## config.mk

```make
export PLATFORM = sky130hd
export DESIGN_NAME = mult_seq_n
export DESIGN_NICKNAME = d
export VERILOG_FILES = /design/src/rtl/mult_seq_n.sv
export SDC_FILE = /design/constraint.sdc
export NUM_CORES = 1
export LEC_CHECK = 0
export ABC_CLOCK_PERIOD_IN_PS = 3100
export BUFFER_PORTS_ARGS = -buffer_cell sky130_fd_sc_hd__clkbuf_2
export CELL_PAD_IN_SITES_DETAIL_PLACEMENT = 0
export CELL_PAD_IN_SITES_GLOBAL_PLACEMENT = 1
export CORE_MARGIN = 3
export CORE_UTILIZATION = 40
export CTS_CLUSTER_DIAMETER = 150
export CTS_CLUSTER_SIZE = 14
export DETAILED_ROUTE_END_ITERATION = 10
export PLACE_DENSITY = 0.86
export SYNTH_ARGS = -nofsm -noshare
export SYNTH_HDL_FRONTEND = slang
export SYNTH_SLANG_ARGS = --single-unit
```

## constraint.sdc

```tcl
create_clock -name Clk -period 3.1 [get_ports Clk]
set_input_delay 0.31 -clock Clk [delete_from_list [all_inputs] [get_ports Clk]]
set_output_delay 0.31 -clock Clk [all_outputs]
set_load 0.005 [all_outputs]
```

## src/rtl/mult_seq_n.sv

```systemverilog
// Sequential signed shift-and-add multiplier: one partial product per clock, final step subtracts.
// Optional overflow detector enabled by defining MULT_SEQ_OVF_EN.
module mult_seq_n #(
  parameter int WIDTH = 8
) (
  input  logic             Clk,
  input  logic             reset_n,
  input  logic             start,
  input  logic [WIDTH-1:0] m_in,
  input  logic [WIDTH-1:0] b_in,
  output logic             busy,
  output logic             done,
  output logic             x_out,
  output logic [WIDTH-1:0] a_out,
  output logic [WIDTH-1:0] b_out,
  output logic             ovf,
  output logic [1:0]       state_dbg
);

  localparam int CW = $clog2(WIDTH);

  typedef enum logic [1:0] {
    IDLE = 2'd0,
    RUN  = 2'd1,
    DONE = 2'd2
  } state_t;

  state_t           state_q;
  logic [CW-1:0]    k_q;
  logic             x_q;
  logic [WIDTH-1:0] a_q, b_q, m_q;
  logic             busy_q, done_q;

  logic             last_k;
  logic [WIDTH:0]   a_ext, m_ext, s;
  logic             x_d;
  logic [WIDTH-1:0] a_d, b_d;

  assign last_k = (k_q == CW'(WIDTH - 1));
  assign a_ext  = {a_q[WIDTH-1], a_q};
  assign m_ext  = {m_q[WIDTH-1], m_q};

  // The multiplier's top bit carries negative weight, so the last step subtracts.
  always_comb begin
    s = a_ext;
    if (b_q[0]) begin
      s = last_k ? (a_ext - m_ext) : (a_ext + m_ext);
    end
  end

  assign x_d = s[WIDTH];
  assign a_d = {s[WIDTH], s[WIDTH-1:1]};
  assign b_d = {s[0], b_q[WIDTH-1:1]};

`ifdef MULT_SEQ_OVF_EN
  logic ovf_q;
  assign ovf = ovf_q;
`else
  assign ovf = 1'b0;
`endif

  always_ff @(posedge Clk or negedge reset_n) begin
    if (!reset_n) begin
      state_q <= IDLE;
      k_q     <= '0;
      x_q     <= 1'b0;
      a_q     <= '0;
      b_q     <= '0;
      m_q     <= '0;
      busy_q  <= 1'b0;
      done_q  <= 1'b0;
`ifdef MULT_SEQ_OVF_EN
      ovf_q   <= 1'b0;
`endif
    end else begin
      case (state_q)
        IDLE: begin
          if (start) begin
            m_q     <= m_in;
            b_q     <= b_in;
            x_q     <= 1'b0;
            a_q     <= '0;
            k_q     <= '0;
            busy_q  <= 1'b1;
            state_q <= RUN;
`ifdef MULT_SEQ_OVF_EN
            ovf_q   <= 1'b0;
`endif
          end
        end
        RUN: begin
          x_q <= x_d;
          a_q <= a_d;
          b_q <= b_d;
          k_q <= k_q + CW'(1);
          if (last_k) begin
            busy_q  <= 1'b0;
            done_q  <= 1'b1;
            state_q <= DONE;
`ifdef MULT_SEQ_OVF_EN
            ovf_q   <= (a_d != {WIDTH{b_d[WIDTH-1]}});
`endif
          end
        end
        DONE: begin
          // Leaving only on start low forces a low-then-high for the next operation.
          if (!start) begin
            done_q  <= 1'b0;
            state_q <= IDLE;
          end
        end
        default: begin
          busy_q  <= 1'b0;
          done_q  <= 1'b0;
          state_q <= IDLE;
        end
      endcase
    end
  end

  assign busy      = busy_q;
  assign done      = done_q;
  assign x_out     = x_q;
  assign a_out     = a_q;
  assign b_out     = b_q;
  assign state_dbg = state_q;

endmodule

```

-- Word-level counts from Yosys, hierarchy flattened
Cells that the tools add are included.
- register bits after elaboration: 32
- output and inout port bits: 22
- input port bits: 19
- word-level logic and storage cells: 46
- reductions and logical operators: 7
- bitwise operators: 2
- equal/unequal tests: 6
- add/sub/neg operators: 3
- mux-type cells: 20
- operators by type and width (operator ; count):
    8-bit one-hot mux with 2 select lines ; 2
    9-bit 2-to-1 mux ; 2
    8-bit 2-to-1 mux ; 2
    8-bit by 8-bit adder with 9-bit output ; 1
    3-bit AND reduction ; 3
    8-bit by 8-bit subtractor with 9-bit output ; 1
    2-bit 2-to-1 mux ; 3
    2-bit inequality test, second input constant ; 3
    1-bit one-hot mux with 3 select lines ; 2
    2-bit one-hot mux with 3 select lines ; 1
    3-bit one-hot mux with 2 select lines ; 1
    1-bit 2-to-1 mux ; 5
    2-bit AND reduction ; 2
    3-bit by 1-bit adder with 3-bit output, second input constant ; 1
    3-bit equality test, second input constant ; 1
    3-bit 2-to-1 mux ; 1
    2-bit by 1-bit equality test with 1-bit output, second input constant ; 1
    2-bit equality test, second input constant ; 1
    2-bit zero test ; 1
    1-bit inverter ; 2
    1-bit one-hot mux with 2 select lines ; 1
    2-bit nonzero test ; 1

-- Depth between registers and ports, before layout
Gate-level depths: netlist of the first run.
- word-level depth: 4
- depth in mapped cells: 11
- gate-level depth less buffers: 11

-- Worst setup path after synthesis of the first run
OpenSTA, ideal clock, no wires.
- kind: register to register
- start point: reg k_q[0]
- end point: reg x_q (netlist: x_out)
- setup slack: 0.478 ns
- cell stages (with the launch flop): 11
- required time: 3.021 ns
- setup time: 0.079 ns
- arrival time: 2.542 ns
- path buffers: 1
- clock period less this slack: 2.622 ns
- cell sequence: dfrtp_1 > ha_1 > ha_1 > buf_1 > mux2i_1 > fa_1 > a211oi_1 > o211ai_1 > a21oi_1 > mux2i_1 > mux2i_1
- longest elaborated chain between the ends: 4
- RTL lines (item ; line ; RTL):
    start: declaration ; 29 ; logic [CW-1:0] k_q;
    start signal: assignment ; 95 ; k_q <= k_q + CW'(1);
    3-bit equality test ; 39 ; assign last_k = (k_q == CW'(WIDTH - 1));
    9-bit 2-to-1 mux ; 47 ; s = last_k ? (a_ext - m_ext) : (a_ext + m_ext);
    9-bit 2-to-1 mux ; 46 ; if (b_q[0]) begin
    1-bit one-hot mux with 2 select lines ; 76 ; case (state_q)
    end signal: assignment ; 66 ; x_q <= 1'b0;
    end signal: assignment ; 81 ; x_q <= 1'b0;
    end signal: assignment ; 92 ; x_q <= x_d;
    end: declaration ; 30 ; logic x_q;
No other way between the ends.
A chain may end at the register's enable or synchronous reset.

-- Worst setup path after layout of the first run
Ends and elaborated chain as after synthesis.

==> results of run 1 <==
## cell usage after synthesis (2+ instances only)
master      n
a211oi_1    2
a21oi_1    18
a22o_1      3
a22oi_1     6
a32oi_1     5
and3b_1     2
buf_2       2
buf_4       5
clkbuf_1    3
dfrtp_1    31
ha_1       11
inv_1      10
mux2i_1     6
nand2_1    34
nand2b_1    2
nand3_1     4
nor2_1      8
nor2b_1    11
nor3_1      2
o2111ai_1   2
o211ai_1    2
o21ai_0    24
or3_1       2
xnor2_1     9
## state kept, by name, summed over array words and instances, names as in the netlist
register   flops
k_q            3
x_out          1
busy           1
m_q            8
b_out          8
a_out          7
state_dbg      2
done           1
## path summary, 6_finish.rpt
| check | slack [ns] | cells past startpoint | from | end |
|---|---|---|---|---|
| worst max-delay path | 0.33 | 9 | k_q[0]$_DFFE_PN0P_ | x_out$_DFFE_PN0P_ |
| worst min-delay path | 0.09 | 1 | reset_n | a_out[6]$_DFFE_PN0P_ |
| worst max register to register | 0.33 | 9 | k_q[0]$_DFFE_PN0P_ | x_out$_DFFE_PN0P_ |
| max in group asynchronous | 2.53 | 1 | reset_n | k_q[2]$_DFFE_PN0P_ |
| min in group Clk | 0.22 | 3 | m_in[3] | m_q[3]$_DFFE_PN0P_ |
| worst min register to register | 0.52 | 2 | a_out[0]$_DFFE_PN0P_ | a_out[0]$_DFFE_PN0P_ |
## power groups by stage
stage	Sequential [W]	Combinational, W	Clock, W
5_1_grt	0.000856	0.00177	0.000328
3_5_place_dp	0.000822	0.00152	0
2_1_floorplan	0.000759	0.00119	0
6_report	0.000814	0.00152	0.000303
3_3_place_gp	0.000820	0.00150	0
4_1_cts	0.000816	0.00153	0.000313
## metal layers
| layer | vias up | GRT usage (%) | share of wire [%] |
|---|---|---|---|
| li1 | 822 | - | - |
| met1 | 724 | 23.5 | 51 |
| met2 | 34 | 24.6 | 45 |
| met3 | 5 | 2.40 | 3.3 |
| met4 | 0 | 5.34 | 1.3 |
| met5 | - | 0 | 0 |
## cell families (layout without fill, tap and decap cells)
kind of cell	Yosys count	in the layout	synth area share (%)
buffers and inverters	21	60	5.27
DFF	31	31	40.8
AOI/OAI and AO/OA	65	65	20.9
muxes	6	6	3.16
other	1	1	0.197
xor gates and xnor gates	10	10	4.61
and+or+nand+nor	67	67	16.7
adders and majority gates	12	12	8.30
## stage by stage
stage	hold slack, ns	cells
global placement	0.419	296
global route	0.159	304
CTS	0.122	304
floorplan	0.0144	213
finish	0.0890	304
detailed placement	0.423	296
## critical path, delay by kind of cell (launching register included)
kind	cells	cell delay [ns]
adder cells (fa/ha/maj)	3	1.01
multiplexers	3	0.65
AO/OA/AOI/OAI	3	0.62
flip-flops	1	0.39
## final cells by class
type	instances	area [um2]
fill	431	2270
inverter	10	37.5
sequential	31	776
multi-input combinational	161	1020
tap	52	65.1
clock buffer	6	72.6
clock inverter	2	12.5
timing repair buffer	42	218
==> qor.csv, run 1 <==
stage,metric,value,unit
global_route,grt_overflow,0,
timing,rsz0062_at_grt,false,
power,powerDensity,1200,nW/um2
timing,period_minus_slack,2.77,ns
route,drc_errors,0,
logic_synthesis,ys.flop_type,dfrtp_1,
clock_tree,clkTransAtPathRegs,0.06,ns
logic_synthesis,syn_inst,213,
global_route,grt_pass1_wl,7110,um
timing,slew_headroom,34.4,%
logic_synthesis,synth.distinct_cells,33,
timing,setup_ws,0.332,ns
die,floorplan.die_area,5610,um2
layout,layout-drive-gt1-share,19.8,%
critical_path,slowest_delay,0.48,ns
global_route,grt_pass1_vias,1520,
layout,final_util,49.3,%
logic_synthesis,synth.net_count,244,
logic_synthesis,synth-seq-area-share,40.8,%
logic_synthesis,synth_area_leaders,"dfrtp_1, ha_1, nand2_1",
power,total_switching_power,0.00118,W
power,leakage,1.07,nW
logic_synthesis,mappedNetlistArea,1900,um2
logic_synthesis,synth_top_cell_by_area,dfrtp_1,
critical_path,arrival,2.97,ns
layout,syn2layout_area_growth,16.1,%
critical_path,required,3.30,ns
place,dpl_cell_area,2120,um2
power,clockPowerShare,11.5,%
outcome,status,"finished, final reports clean",
critical_path,crit_top_cell,mux2i_1,
route,first_pass_iters,4,
global_route,grt_antenna_before_repair,0,
timing,drv_slew,0,
clock_tree,post-cts-setup-buffers,0,
place,port_buffers,39,
clock_tree,cts_tree,yes,
global_route,grt_start_max_net_pins,32,
global_route,grt_usage,16.1,%
power,sequentialPowerShare,30.9,%
route,routedWlPerCell,13.4,um
layout,mostFrequentLayoutCells,"clkbuf_2, nand2_1, dfrtp_1",
critical_path,path_cells,ha_1 > ha_1 > mux2i_1 > fa_1 > a211oi_1 > o211ai_1 > a21oi_1 > mux2i_1 > mux2i_1,
timing,skew,0.00176,ns
critical_path,path_max_fanout,13,
timing,post-route-period-util,89.3,%
power,ir_worst_vdd,0.353,mV
die,rows,24,
power,power_frac_comb,57.6,%
clock_tree,cts-resized-gates,0,
logic_synthesis,ys_ff_latch,31,
clock_tree,cts_sinks,31,
die,die_w,74.9,um
critical_path,cp-start-kind,flop,
clock_tree,hold_buffers,0,
clock_tree,clkLatencyLatePin,0.28,ns
logic_synthesis,ys_warn_count,0,
route,antenna_left,0,
critical_path,end_kind,flop,
route,via_per_inst,5.21,
die,ios,41,
route,num_vias,1585,
min_path,hold_class,input port to asynchronous set/reset pin,
layout,fin_nets,282,
layout,diodes,0,
timing,final_hold_viol_count,0,
place,gp_congestion,0.804,
timing,max_freq,0.361,GHz
place,dp_hpwl,3080,um
timing,tns,0,ns
die,initial_core_util,42.4,%
power,total_power,0.00264,W
layout,layout_commonest_cell,clkbuf_2,
logic_synthesis,synth_top_area_share,40.8,%
place,pre_cts_slack,0.350,ns
critical_path,cp_slowest_cell,fa_1,
timing,setup_viol_count_final,0,
clock_tree,cts_made_buffers,5,
route,drt_iter0_markers,84,
power,p_int,0.00146,W
logic_synthesis,async_reset_ff_share,100,%
clock_tree,cts_root_buffer,clkbuf_8,
run,maxCapViolations,0,
die,floorplan.core_area,4470,um2
logic_synthesis,synth.avg_cell_area,8.92,um2
logic_synthesis,synth_edf_count,0,
critical_path,crit_type,flop to flop,
clock_tree,clockBufferDepth,2,
layout,fin_area,2200,um2
route,wl,4060,um
power,switching_share,44.8,%
clock_tree,htreeDepth,2,
die,fp.dieH,74.9,um
timing,worst_pin_slew,0.982,ns
(Power assumes the default switching activity.)
==> inputs of run 2 (changes only) <==
--- a/config.mk
+++ b/config.mk
@@ -14,7 +14,7 @@
 export CTS_CLUSTER_DIAMETER = 150
 export CTS_CLUSTER_SIZE = 14
 export DETAILED_ROUTE_END_ITERATION = 10
-export PLACE_DENSITY = 0.86
+export PLACE_DENSITY_LB_ADDON = 0.1
 export SYNTH_ARGS = -nofsm -noshare
 export SYNTH_HDL_FRONTEND = slang
 export SYNTH_SLANG_ARGS = --single-unit
==> run 2 against run 1 <==
Cell count down 0.33%. Register-to-register slack worse by 0.02 ns. Utilization down 0.25 points. Design area down 0.51%. Worst setup slack worse by 0.017 ns. Clock-buffer cell count up 1. Wire length up 2.1%. Global-route usage up 0.64 points. Die area unchanged. Critical path type unchanged. Largest power group unchanged.
==> qor.csv, run 2 (same netlist as run 1, synthesis figures left out) <==
stage,metric,value,unit
outcome,status,"finished, final reports clean",
timing,post-route-period-util,89.9,%
clock_tree,cts_sinks,31,
timing,skew,0.00472,ns
clock_tree,cts_tree,yes,
timing,worst_pin_slew,0.937,ns
clock_tree,htreeDepth,2,
critical_path,rr_worst_depth,9,
clock_tree,cts_made_buffers,5,
layout,fillCellCount,454,
critical_path,required,3.30,ns
clock_tree,clockBufferDepth,2,
layout,syn2layout_area_growth,15.5,%
critical_path,slowest_delay,0.48,ns
route,wl,4150,um
clock_tree,post-cts-setup-buffers,0,
die,die_w,74.9,um
critical_path,r2r_slack,0.31,ns
place,gp_congestion,0.765,
clock_tree,clkLatencyLatePin,0.28,ns
clock_tree,cts-resized-gates,0,
place,port_buffers,39,
place,dp_hpwl,3100,um
critical_path,path_max_fanout,13,
layout,seqCellArea,776,um2
critical_path,crit_type,flop to flop,
layout,multi_input_area,1020,um2
global_route,grt_pass1_wl,7210,um
power,powerDensity,1200,nW/um2
power,leakage,1.07,nW
timing,final_hold_viol_count,0,
layout,layout_commonest_cell,clkbuf_2,
layout,diodes,0,
timing,setup_viol_count_final,0,
layout,layout-drive-gt1-share,19.1,%
timing,rsz0062_at_grt,false,
die,floorplan.die_area,5610,um2
global_route,grt_start_max_net_pins,32,
route,antenna_left,0,
die,fp.dieH,74.9,um
timing,period_minus_slack,2.79,ns
die,floorplan.core_area,4470,um2
layout,fin_nets,281,
critical_path,r2r_start,k_q[0]$_DFFE_PN0P_,
die,initial_core_util,42.4,%
route,first_pass_iters,4,
critical_path,crit_path_end,x_out$_DFFE_PN0P_,
die,rows,24,
die,ios,41,
clock_tree,hold_buffers,0,
critical_path,crit_top_cell,mux2i_1,
clock_tree,cts_root_buffer,clkbuf_8,
critical_path,cp-start-kind,flop,
timing,slew_headroom,37.4,%
layout,final_util,49.0,%
clock_tree,clkTransAtPathRegs,0.07,ns
timing,max_freq,0.359,GHz
route,drt_iter0_markers,100,
timing,tns,0,ns
power,ir_worst_vdd,0.477,mV
critical_path,crit_start,k_q[0]$_DFFE_PN0P_,
critical_path,end_kind,flop,
global_route,grt_overflow,0,
global_route,grt_antenna_before_repair,0,
critical_path,path_cells,ha_1 > ha_1 > mux2i_1 > fa_1 > a211oi_1 > o211ai_1 > a21oi_1 > mux2i_1 > mux2i_1,
min_path,hold_class,input port to asynchronous set/reset pin,
critical_path,cp_slowest_cell,fa_1,
critical_path,arrival,2.99,ns
route,drc_errors,0,
layout,mostFrequentLayoutCells,"clkbuf_2, nand2_1, dfrtp_1",
critical_path,timing.rr.end,x_out$_DFFE_PN0P_,
timing,drv_slew,0,
global_route,grt_usage,16.8,%
global_route,grt_pass1_vias,1478,
route,num_vias,1592,
route,via_per_inst,5.25,
route,routedWlPerCell,13.7,um
run,maxCapViolations,0,
[run 2: how the worst min path moves through the flow]
| stage | to | startpoint | cells past startpoint |
|---|---|---|---|
| floorplan | a_out[0]$_DFFE_PN0P_ | reset_n | 0 |
| global placement | b_out[7]$_DFFE_PN0P_ | reset_n | 1 |
| detailed placement | b_out[5]$_DFFE_PN0P_ | reset_n | 1 |
| CTS | b_out[5]$_DFFE_PN0P_ | reset_n | 1 |
| global route | b_out[5]$_DFFE_PN0P_ | reset_n | 1 |
| finish | b_out[5]$_DFFE_PN0P_ | reset_n | 1 |
[run 2: through the flow]
step | setup WS (ns) | hold WS, ns | instance area [um2] | cells | total power [W]
6_report | 0.314 | 0.0886 | 2190 | 303 | 0.00263
5_1_grt | 0.0447 | 0.157 | 2190 | 303 | 0.00294
4_1_cts | 0.282 | 0.127 | 2190 | 303 | 0.00265
3_5_place_dp | 0.316 | 0.428 | 2110 | 295 | 0.00234
3_3_place_gp | 0.410 | 0.434 | 2110 | 295 | 0.00234
2_1_floorplan | 0.478 | 0.0144 | 1900 | 213 | 0.00195
[run 2: power by group]
group	switching (W)	internal, W
clock network	0.000147	0.000157
registers	0.000228	0.000591
logic	0.000807	0.000699
total	0.00118	0.00145
[run 2: metal layers]
metal	GRT usage (%)	vias up	routed length, um
li1	-	820	-
met1	25.6	739	2200
met2	23.7	29	1750
met3	3.74	4	168
met4	4.74	0	30
met5	0	-	0
[run 2: worst max-delay path, delay by kind of cell, from the launching register on]
family,cells,cell delay [ns]
flip-flops,1,0.36
AO/OA/AOI/OAI,3,0.64
adder cells (fa/ha/maj),3,1.06
multiplexers,3,0.65
[run 2: area by class of cell]
class                           count  share of cell area [%]
Clock inverter                      1                   0.228
Multi-Input combinational cell    161                    46.7
Tap cell                           52                    2.97
Inverter                           10                    1.71
Timing Repair Buffer               41                    9.58
Sequential cell                    31                    35.4
Clock buffer                        7                    3.48
